<file path="src/rtl/mau_pkg.sv">
// Shared types and helpers for the memory access unit: size encodings, FSM states,
// byte-lane mask generation and alignment check.
package mau_pkg;

    localparam int unsigned DW_BITS = 64;
    localparam int unsigned LANES   = DW_BITS / 8;

    localparam logic [1:0] SZ_B = 2'b00;
    localparam logic [1:0] SZ_H = 2'b01;
    localparam logic [1:0] SZ_W = 2'b10;
    localparam logic [1:0] SZ_D = 2'b11;

    typedef enum logic [1:0] {
        ST_IDLE  = 2'b00,
        ST_READ  = 2'b01,
        ST_WRITE = 2'b10,
        ST_DONE  = 2'b11
    } state_t;

    // Byte lanes touched by an access of the given size at lane offset off.
    function automatic logic [LANES-1:0] size_mask(input logic [1:0] size, input logic [2:0] off);
        logic [LANES-1:0] base;
        case (size)
            SZ_B:    base = 8'h01;
            SZ_H:    base = 8'h03;
            SZ_W:    base = 8'h0F;
            default: base = 8'hFF;
        endcase
        return base << off;
    endfunction

    function automatic logic is_misaligned(input logic [1:0] size, input logic [2:0] off);
        logic mis;
        case (size)
            SZ_B:    mis = 1'b0;
            SZ_H:    mis = off[0];
            SZ_W:    mis = |off[1:0];
            default: mis = |off;
        endcase
        return mis;
    endfunction

endpackage

</file>
<file path="src/rtl/mau_lane_merge.sv">
// Combinational byte-lane datapath: load field extraction with sign/zero extension,
// and read-modify-write lane merge for sub-doubleword stores.
module mau_lane_merge
    import mau_pkg::*;
(
    input  logic [DW_BITS-1:0] rd,
    input  logic [DW_BITS-1:0] wdata,
    input  logic [2:0]         off,
    input  logic [1:0]         size,
    input  logic               sgn,
    output logic [DW_BITS-1:0] load_ext_c,
    output logic [DW_BITS-1:0] merge_c
);

    logic [DW_BITS-1:0] shifted;
    logic [DW_BITS-1:0] wshift;
    logic [LANES-1:0]   mask;

    always_comb begin
        shifted    = rd >> {off, 3'b000};
        wshift     = wdata << {off, 3'b000};
        mask       = size_mask(size, off);
        load_ext_c = shifted;
        merge_c    = rd;

        case (size)
            SZ_B: load_ext_c = sgn ? {{56{shifted[7]}},  shifted[7:0]}  : {56'd0, shifted[7:0]};
            SZ_H: load_ext_c = sgn ? {{48{shifted[15]}}, shifted[15:0]} : {48'd0, shifted[15:0]};
            SZ_W: load_ext_c = sgn ? {{32{shifted[31]}}, shifted[31:0]} : {32'd0, shifted[31:0]};
            default: load_ext_c = shifted;
        endcase

        // Lanes outside the access keep the read-back bytes untouched.
        for (int i = 0; i < int'(LANES); i++) begin
            merge_c[8*i +: 8] = mask[i] ? wshift[8*i +: 8] : rd[8*i +: 8];
        end
    end

endmodule

</file>
<file path="src/rtl/mem_access_unit.sv">
// Multi-cycle load/store sequencer onto a doubleword-only data memory.
// Optional access counters are compiled in with MAU_ACCESS_COUNT_EN.
module mem_access_unit
    import mau_pkg::*;
#(
    parameter int unsigned AW = 64,
    parameter int unsigned DW = 64
) (
    input  logic          clk,
    input  logic          reset,
    input  logic          req_valid,
    input  logic          req_store,
    input  logic [1:0]    req_size,
    input  logic          req_signed,
    input  logic [AW-1:0] req_addr,
    input  logic [DW-1:0] req_wdata,
    output logic          busy,
    output logic          done,
    output logic          misalign,
    output logic [DW-1:0] load_data,
    output logic          mem_we,
    output logic [AW-1:0] mem_a,
    output logic [DW-1:0] mem_wd,
    input  logic [DW-1:0] mem_rd
`ifdef MAU_ACCESS_COUNT_EN
    ,
    output logic [31:0]   load_count,
    output logic [31:0]   store_count
`endif
);

    state_t        state_q, state_d;
    logic          store_q, sgn_q;
    logic [1:0]    size_q;
    logic [2:0]    off_q;
    logic [DW-1:0] wdata_q;
    logic          latch;

    logic          busy_d, done_d, misalign_d, mem_we_d;
    logic [AW-1:0] mem_a_d;
    logic [DW-1:0] mem_wd_d, load_data_d;
    logic [DW-1:0] load_ext_c, merge_c;

    mau_lane_merge u_lane_merge (
        .rd         (mem_rd),
        .wdata      (wdata_q),
        .off        (off_q),
        .size       (size_q),
        .sgn        (sgn_q),
        .load_ext_c (load_ext_c),
        .merge_c    (merge_c)
    );

    // Next state and next registered output values.
    always_comb begin
        state_d     = state_q;
        latch       = 1'b0;
        busy_d      = busy;
        done_d      = 1'b0;
        misalign_d  = misalign;
        mem_we_d    = 1'b0;
        mem_a_d     = mem_a;
        mem_wd_d    = mem_wd;
        load_data_d = load_data;

        case (state_q)
            ST_IDLE: begin
                if (req_valid) begin
                    latch   = 1'b1;
                    busy_d  = 1'b1;
                    mem_a_d = {req_addr[AW-1:3], 3'b000};
                    if (is_misaligned(req_size, req_addr[2:0])) begin
                        state_d    = ST_DONE;
                        done_d     = 1'b1;
                        misalign_d = 1'b1;
                    end else if (req_store && (req_size == SZ_D)) begin
                        state_d    = ST_WRITE;
                        mem_we_d   = 1'b1;
                        mem_wd_d   = req_wdata;
                        misalign_d = 1'b0;
                    end else begin
                        state_d    = ST_READ;
                        misalign_d = 1'b0;
                    end
                end
            end
            ST_READ: begin
                if (store_q) begin
                    state_d  = ST_WRITE;
                    mem_we_d = 1'b1;
                    mem_wd_d = merge_c;
                end else begin
                    state_d     = ST_DONE;
                    done_d      = 1'b1;
                    load_data_d = load_ext_c;
                end
            end
            ST_WRITE: begin
                state_d = ST_DONE;
                done_d  = 1'b1;
            end
            ST_DONE: begin
                state_d    = ST_IDLE;
                busy_d     = 1'b0;
                misalign_d = 1'b0;
            end
            default: state_d = ST_IDLE;
        endcase
    end

    always_ff @(posedge clk or posedge reset) begin
        if (reset) begin
            state_q   <= ST_IDLE;
            busy      <= 1'b0;
            done      <= 1'b0;
            misalign  <= 1'b0;
            mem_we    <= 1'b0;
            mem_a     <= '0;
            mem_wd    <= '0;
            load_data <= '0;
        end else begin
            state_q   <= state_d;
            busy      <= busy_d;
            done      <= done_d;
            misalign  <= misalign_d;
            mem_we    <= mem_we_d;
            mem_a     <= mem_a_d;
            mem_wd    <= mem_wd_d;
            load_data <= load_data_d;
        end
    end

    // Latched request; the requester may change its fields after accept.
    always_ff @(posedge clk or posedge reset) begin
        if (reset) begin
            store_q <= 1'b0;
            sgn_q   <= 1'b0;
            size_q  <= SZ_B;
            off_q   <= 3'd0;
            wdata_q <= '0;
        end else if (latch) begin
            store_q <= req_store;
            sgn_q   <= req_signed;
            size_q  <= req_size;
            off_q   <= req_addr[2:0];
            wdata_q <= req_wdata;
        end
    end

`ifdef MAU_ACCESS_COUNT_EN
    always_ff @(posedge clk or posedge reset) begin
        if (reset) begin
            load_count  <= 32'd0;
            store_count <= 32'd0;
        end else if ((state_q == ST_DONE) && !misalign) begin
            if (store_q) store_count <= store_count + 32'd1;
            else         load_count  <= load_count + 32'd1;
        end
    end
`endif

endmodule

</file>
<file path="config.mk">
export PLATFORM = sky130hd
export DESIGN_NAME = mem_access_unit
export DESIGN_NICKNAME = d
export VERILOG_FILES = /design/src/rtl/mau_pkg.sv /design/src/rtl/mau_lane_merge.sv /design/src/rtl/mem_access_unit.sv
export SDC_FILE = /design/constraint.sdc
export NUM_CORES = 1
export LEC_CHECK = 0
export ABC_AREA = 1
export BUFFER_PORTS_ARGS = -buffer_cell sky130_fd_sc_hd__buf_2
export CELL_PAD_IN_SITES_DETAIL_PLACEMENT = 0
export CELL_PAD_IN_SITES_GLOBAL_PLACEMENT = 1
export CORE_ASPECT_RATIO = 0.7
export CORE_UTILIZATION = 34
export CTS_CLUSTER_SIZE = 16
export DETAILED_ROUTE_END_ITERATION = 16
export PLACE_DENSITY = 0.84
export SYNTH_ARGS = -nofsm -noshare
export SYNTH_HDL_FRONTEND = slang
export SYNTH_SLANG_ARGS = --single-unit
</file>
<file path="constraint.sdc">
create_clock -name clk -period 8.5 [get_ports clk]
set_input_delay 1.7 -clock clk [delete_from_list [all_inputs] [get_ports clk]]
set_output_delay 1.7 -clock clk [all_outputs]
set_load 0.01 [all_outputs]
</file>
; ---- After elaboration in Yosys (flattened, before gate mapping)
; Cells that the tools add are included.
[word_totals]
regBits = 266
elab_cells = 82
in_bits = 199
out_inout_bits = 196
[classes]
mux = 41
eq_ne = 12
n_bitwise = 1
shifts = 3
n_reduce_logical = 12
[op_table]
columns = op, n
row1 = $mux 64, 7
row2 = $pmux 64 s3, 1
row3 = $pmux 64 s2, 1
row4 = $mux 8, 8
row5 = $shl 64x6->64, 1
row6 = $shr 64x6->64, 1
row7 = $pmux 8 s3, 1
row8 = $mux 1, 14
row9 = $eq 2x2->1 const B, 5
row10 = $ne 2x2->1 const B, 4
row11 = $pmux 2 s4, 1
row12 = $shl 8x3->8, 1
row13 = $eq 2x1->1 const B, 3
row14 = $logic_not 2->1, 3
row15 = $mux 2, 3
row16 = $pmux 1 s2, 3
row17 = $pmux 1 s3, 2
row18 = $reduce_and 2->1, 3
row19 = $reduce_and 5->1, 1
row20 = $reduce_bool 2->1, 2
row21 = $reduce_or 3->1, 1
row22 = $reduce_or 2->1, 1
row23 = $logic_and 1x1->1, 1
row24 = $not 1->1, 1

; ---- Longest topological paths before layout
[logic_depth]
depth_word = 7
depth_mapped = 14
mapped_depth_nobuf = 11

; ---- Modules after synthesis
; Synthesis repeated with hierarchy kept, for this count alone.
[hier_totals]
cells_unflattened = 2331
area_unflattened_um2 = 15698.8
[by_module_without_submodules]
columns = mod, area_each_um2, seq_area_each_um2, cells_each, instances
row1 = mem_access_unit, 10950.5, 6656.4, 1306, 1
row2 = mau_lane_merge, 4748.3, 0.0, 1025, 1

; ---- Worst setup path after synthesis
; Ideal clock, no wire load.
[synth_path]
path_kind = input to register
from = in req_valid
to = reg mem_wd[33]
slack_ps = 5782
path_stages = 6
required_ps = 8383
arrival_time_ps = 2601
path_cell_list = or2_2 > nand4_2 > buf_1 > a21oi_1 > nand2_1 > nand2_1
[synth_between]
elab_chain_cells = 2
[synth_rtl]
columns = element, line
row1 = from (decl), mem_access_unit.sv:11  ; input logic req_valid,
row2 = $ne 2x2->1 (no source line), n/a
row3 = $reduce_and 5->1 (no source line), n/a
row4 = to (signal assigned), mem_access_unit.sv:128  ; mem_wd <= mem_wd_d;
row5 = to (decl), mem_access_unit.sv:23  ; output logic [DW-1:0] mem_wd,
; No other way between the ends.
; A chain may end at the register's enable or synchronous reset.

; ---- Worst setup path after layout
[layout_path]
from = reg state_q[1]
to = reg mem_wd[30]
[layout_between]
elab_chain_cells = 3
[layout_rtl]
columns = element, line
row1 = from (decl), mem_access_unit.sv:32  ; state_t state_q, state_d;
row2 = from (signal assigned), mem_access_unit.sv:122  ; state_q <= state_d;
row3 = $eq 2x1->1 or $logic_not 2->1 (tied branches), mem_access_unit.sv:66  ; case (state_q)
row4 = $ne 2x2->1 (no source line) or $reduce_bool 2->1 (tied branches), n/a
row5 = $reduce_and 5->1 (no source line), n/a
; Several ways; a longest one is shown, not always the timed one.

==> out/qor.yml <==
routed_wl_um: 65700
grt_first_pass_wirelength_um: 99200
ff2ff_setup_slack_ns: 3.42
leakagePower_nw: 10.2
post_cts.repair.setup_buffers: 0
cts_hold_buf: 0
cp_common_cell: "buf_4"
clkTransAtPathRegs_ns: 0.07
avgSynthCellArea_sq_um: 6.84
crit_buf_inv: 7
yosys_warnings: 0
ctsResizeCount: 0
intPower_w: 0.00418
finalSetupViolCount: 0
gr-usage-all-layers: 0.278
cts_buffer_depth: 3
crit_path_start_kind: "flip-flop"
die_width_um: 258
grt_pass1_vias: 16000
vias: 16600
finalCritPeriodShare: 0.597
final_core_util: 0.415
critPathKind: "reg -> reg"
synth-seq-cells: 266
die_h_um: 182
fill_cells: 4899
grt.overflow.total: 0
synth.most_common_cell: "nand2_1"
fin_skew_ns: 0.0241
cts-htree-levels: 1
drive_above_1_share: 0.208
layout.nets: 2783
reg2reg_depth: 12
grt_max_degree: 113
port_buffers: 391
worstMarginPinSlew_ns: 0.985
hold_depth: 2
netSwitchingPower_w: 0.00426
antenna_found_initial: 11
regToRegStartpoint: "state_q[1]$_DFFE_PP0P_"
hold_viol: 0
cp.required_ns: 8.96
synthArstFlopShare: 1.00
max_cap_violations: 0
p_per_area_nw_per_um2: 450
dp_hpwl_um: 49200
synth_largest_area_cell: "dfrtp_1"
cts.sinks: 266
switching_share: 0.505
rsz0062_at_grt: "false"
setup-tns-final_ns: 0
min_period_ns: 5.08
synth_area_leaders: "dfrtp_1 43%, nand2_1 23%, nand3_1 5.3%"
r2r-end: "mem_wd[30]$_DFFE_PP0P_"
cp.arrival_ns: 5.54
die-area_sq_um: 46900
cts_made_buffers: 28
netlist_area_sq_um: 15700
synth_edf_count: 0
syn_inst: 2288
syn2layout_area_growth_pct: 20.0
synth_top_area_frac: 0.425
crit_chain: "inv_1 > ha_2 > buf_4 > inv_2 > nor2_4 > buf_4 > inv_1 > nand4_4 > buf_4 > inv_2 > nand2_1 > nand2_1"
clockPowerShare: 0.166
crit_path_end_kind: "flip-flop"
start_util: 0.346
dr.pass1.iters: 5
cp_top_family: "buffers and inverters"
routedWlPerCell_um: 20.5
ioPinCount: 395
via_per_inst: 5.15
timing.hold.ws_ns: 0.476
rows: 65
combPwrFrac: 0.551
slowest_delay_ns: 0.68
status: "completed"
clockRootBuffer: "clkbuf_16"
min_from: "mem_wd[10]$_DFFE_PP0P_"
ir_drop_uv: 220
antenna_left: 0
synthTopCellsByCount: "941 x nand2_1, 266 x dfrtp_1, 181 x inv_1"
power.share.sequential: 0.282
synth_cell_types: 39
cts_tree: "built"
yosysSeqAreaShare: 0.425
core_sq_um: 45200
path_max_fanout: 105
insertion_delay_ns: 0.59
clock.fmax_mhz: 197
hold_class: "reg -> reg"
slew_viol_final: 0
cp_slowest_cell: "buf_4"
drc_errors: 0
gp_congestion: 0.969
synthFlopType: "dfrtp_1"
min_to: "mem_wd[10]$_DFFE_PP0P_"
relSlewSlack: 0.343
first_iter_violations: 1911
## power groups by stage
| stage | Sequential, W | Combinational [W] | Clock, W |
|---|---|---|---|
| after floorplan | 0.00243 | 0.00296 | 0 |
| after detailed placement | 0.00238 | 0.00458 | 0 |
| after global routing | 0.00246 | 0.00519 | 0.00148 |
| after global placement | 0.00239 | 0.00454 | 0 |
| final | 0.00238 | 0.00466 | 0.00140 |
| after CTS | 0.00238 | 0.00460 | 0.00143 |
## area by class of cell
cell class,instances,area [sq um],area share
Timing Repair Buffer,407,2090,0.111
Clock buffer,35,767,0.0408
Sequential cell,266,6660,0.355
Multi-Input combinational cell,1684,7490,0.399
Clock inverter,17,270,0.0144
Inverter,192,728,0.0388
Tap cell,603,754,0.0402
Antenna cell,10,25.0,0.00133
## cell families (layout without fill, tap and decap cells)
logic type	after synthesis	after routing	share of synthesized area
other	1	13	0.000240
buffers and inverters	340	651	0.0979
multiplexers	1	1	0.000719
adder cells (fa/ha/maj)	5	5	0.00400
AO/OA/AOI/OAI	347	347	0.122
AND/OR/NAND/NOR	1328	1328	0.350
flip-flops	266	266	0.425
## worst reg2reg max path: cells and delay by family (launching register included)
kind / cells / cell delay, ns
flip-flops: 1 / 0.40
adder cells (fa/ha/maj): 1 / 0.18
buffers and inverters: 7 / 3.35
AND/OR/NAND/NOR: 4 / 1.02
## sequential cells by signal (all words and copies together), names as in the netlist
register,flops
wdata_q,64
load_data,64
misalign,1
mem_wd,64
mem_a,61
store_q,1
done,1
off_q,3
sgn_q,1
state_q,2
size_q,2
busy,1
mem_we,1
## cell usage in the layout (no fill, tap or decap), drive strengths merged, types with 2 or more instances in the layout
cell      synthesis  routed
o21ai           184     184
dfrtp           266     266
inv             191     192
o211ai           38      38
nor2            132     132
a21boi            2       2
ha                5       5
a21oi           106     106
nand3b            5       5
conb              1       3
clkbuf           47      35
buf             101     407
nand3           170     170
bufinv            0       6
clkinv            1       8
or2              39      39
diode             0      10
o22ai             6       6
nand4            34      34
nand2           947     947
a31oi             8       8
clkinvlp          0       3
## layer usage
| metal | GRT usage | vias up | routed length, um |
|---|---|---|---|
| li1 | - | 7856 | - |
| met1 | 0.412 | 7806 | 30200 |
| met2 | 0.395 | 799 | 27000 |
| met3 | 0.0720 | 90 | 6830 |
| met4 | 0.0741 | 2 | 1600 |
| met5 | 0 | - | 11 |
## metrics by stage
| stage | power (W) | cell area [sq um] | std cells | worst slack (ns) |
|---|---|---|---|---|
| after floorplan | 0.00539 | 15700 | 2290 | 3.29 |
| after global placement | 0.00692 | 17700 | 3152 | 3.67 |
| after detailed placement | 0.00697 | 17700 | 3152 | 3.50 |
| after CTS | 0.00841 | 18800 | 3204 | 3.47 |
| after global routing | 0.00913 | 18800 | 3211 | 2.92 |
| final | 0.00844 | 18800 | 3214 | 3.42 |
## how the worst max path moves through the flow
stage / from / end / cells past startpoint
finish: state_q[1]$_DFFE_PP0P_ / mem_wd[30]$_DFFE_PP0P_ / 12
global route: state_q[1]$_DFFE_PP0P_ / mem_wd[2]$_DFFE_PP0P_ / 12
CTS: state_q[1]$_DFFE_PP0P_ / mem_wd[5]$_DFFE_PP0P_ / 12
detailed placement: state_q[1]$_DFFE_PP0P_ / mem_wd[4]$_DFFE_PP0P_ / 12
global placement: state_q[1]$_DFFE_PP0P_ / mem_wd[3]$_DFFE_PP0P_ / 12
floorplan: reset / busy$_DFFE_PP0P_ / 1
(Power assumes the default switching activity.)
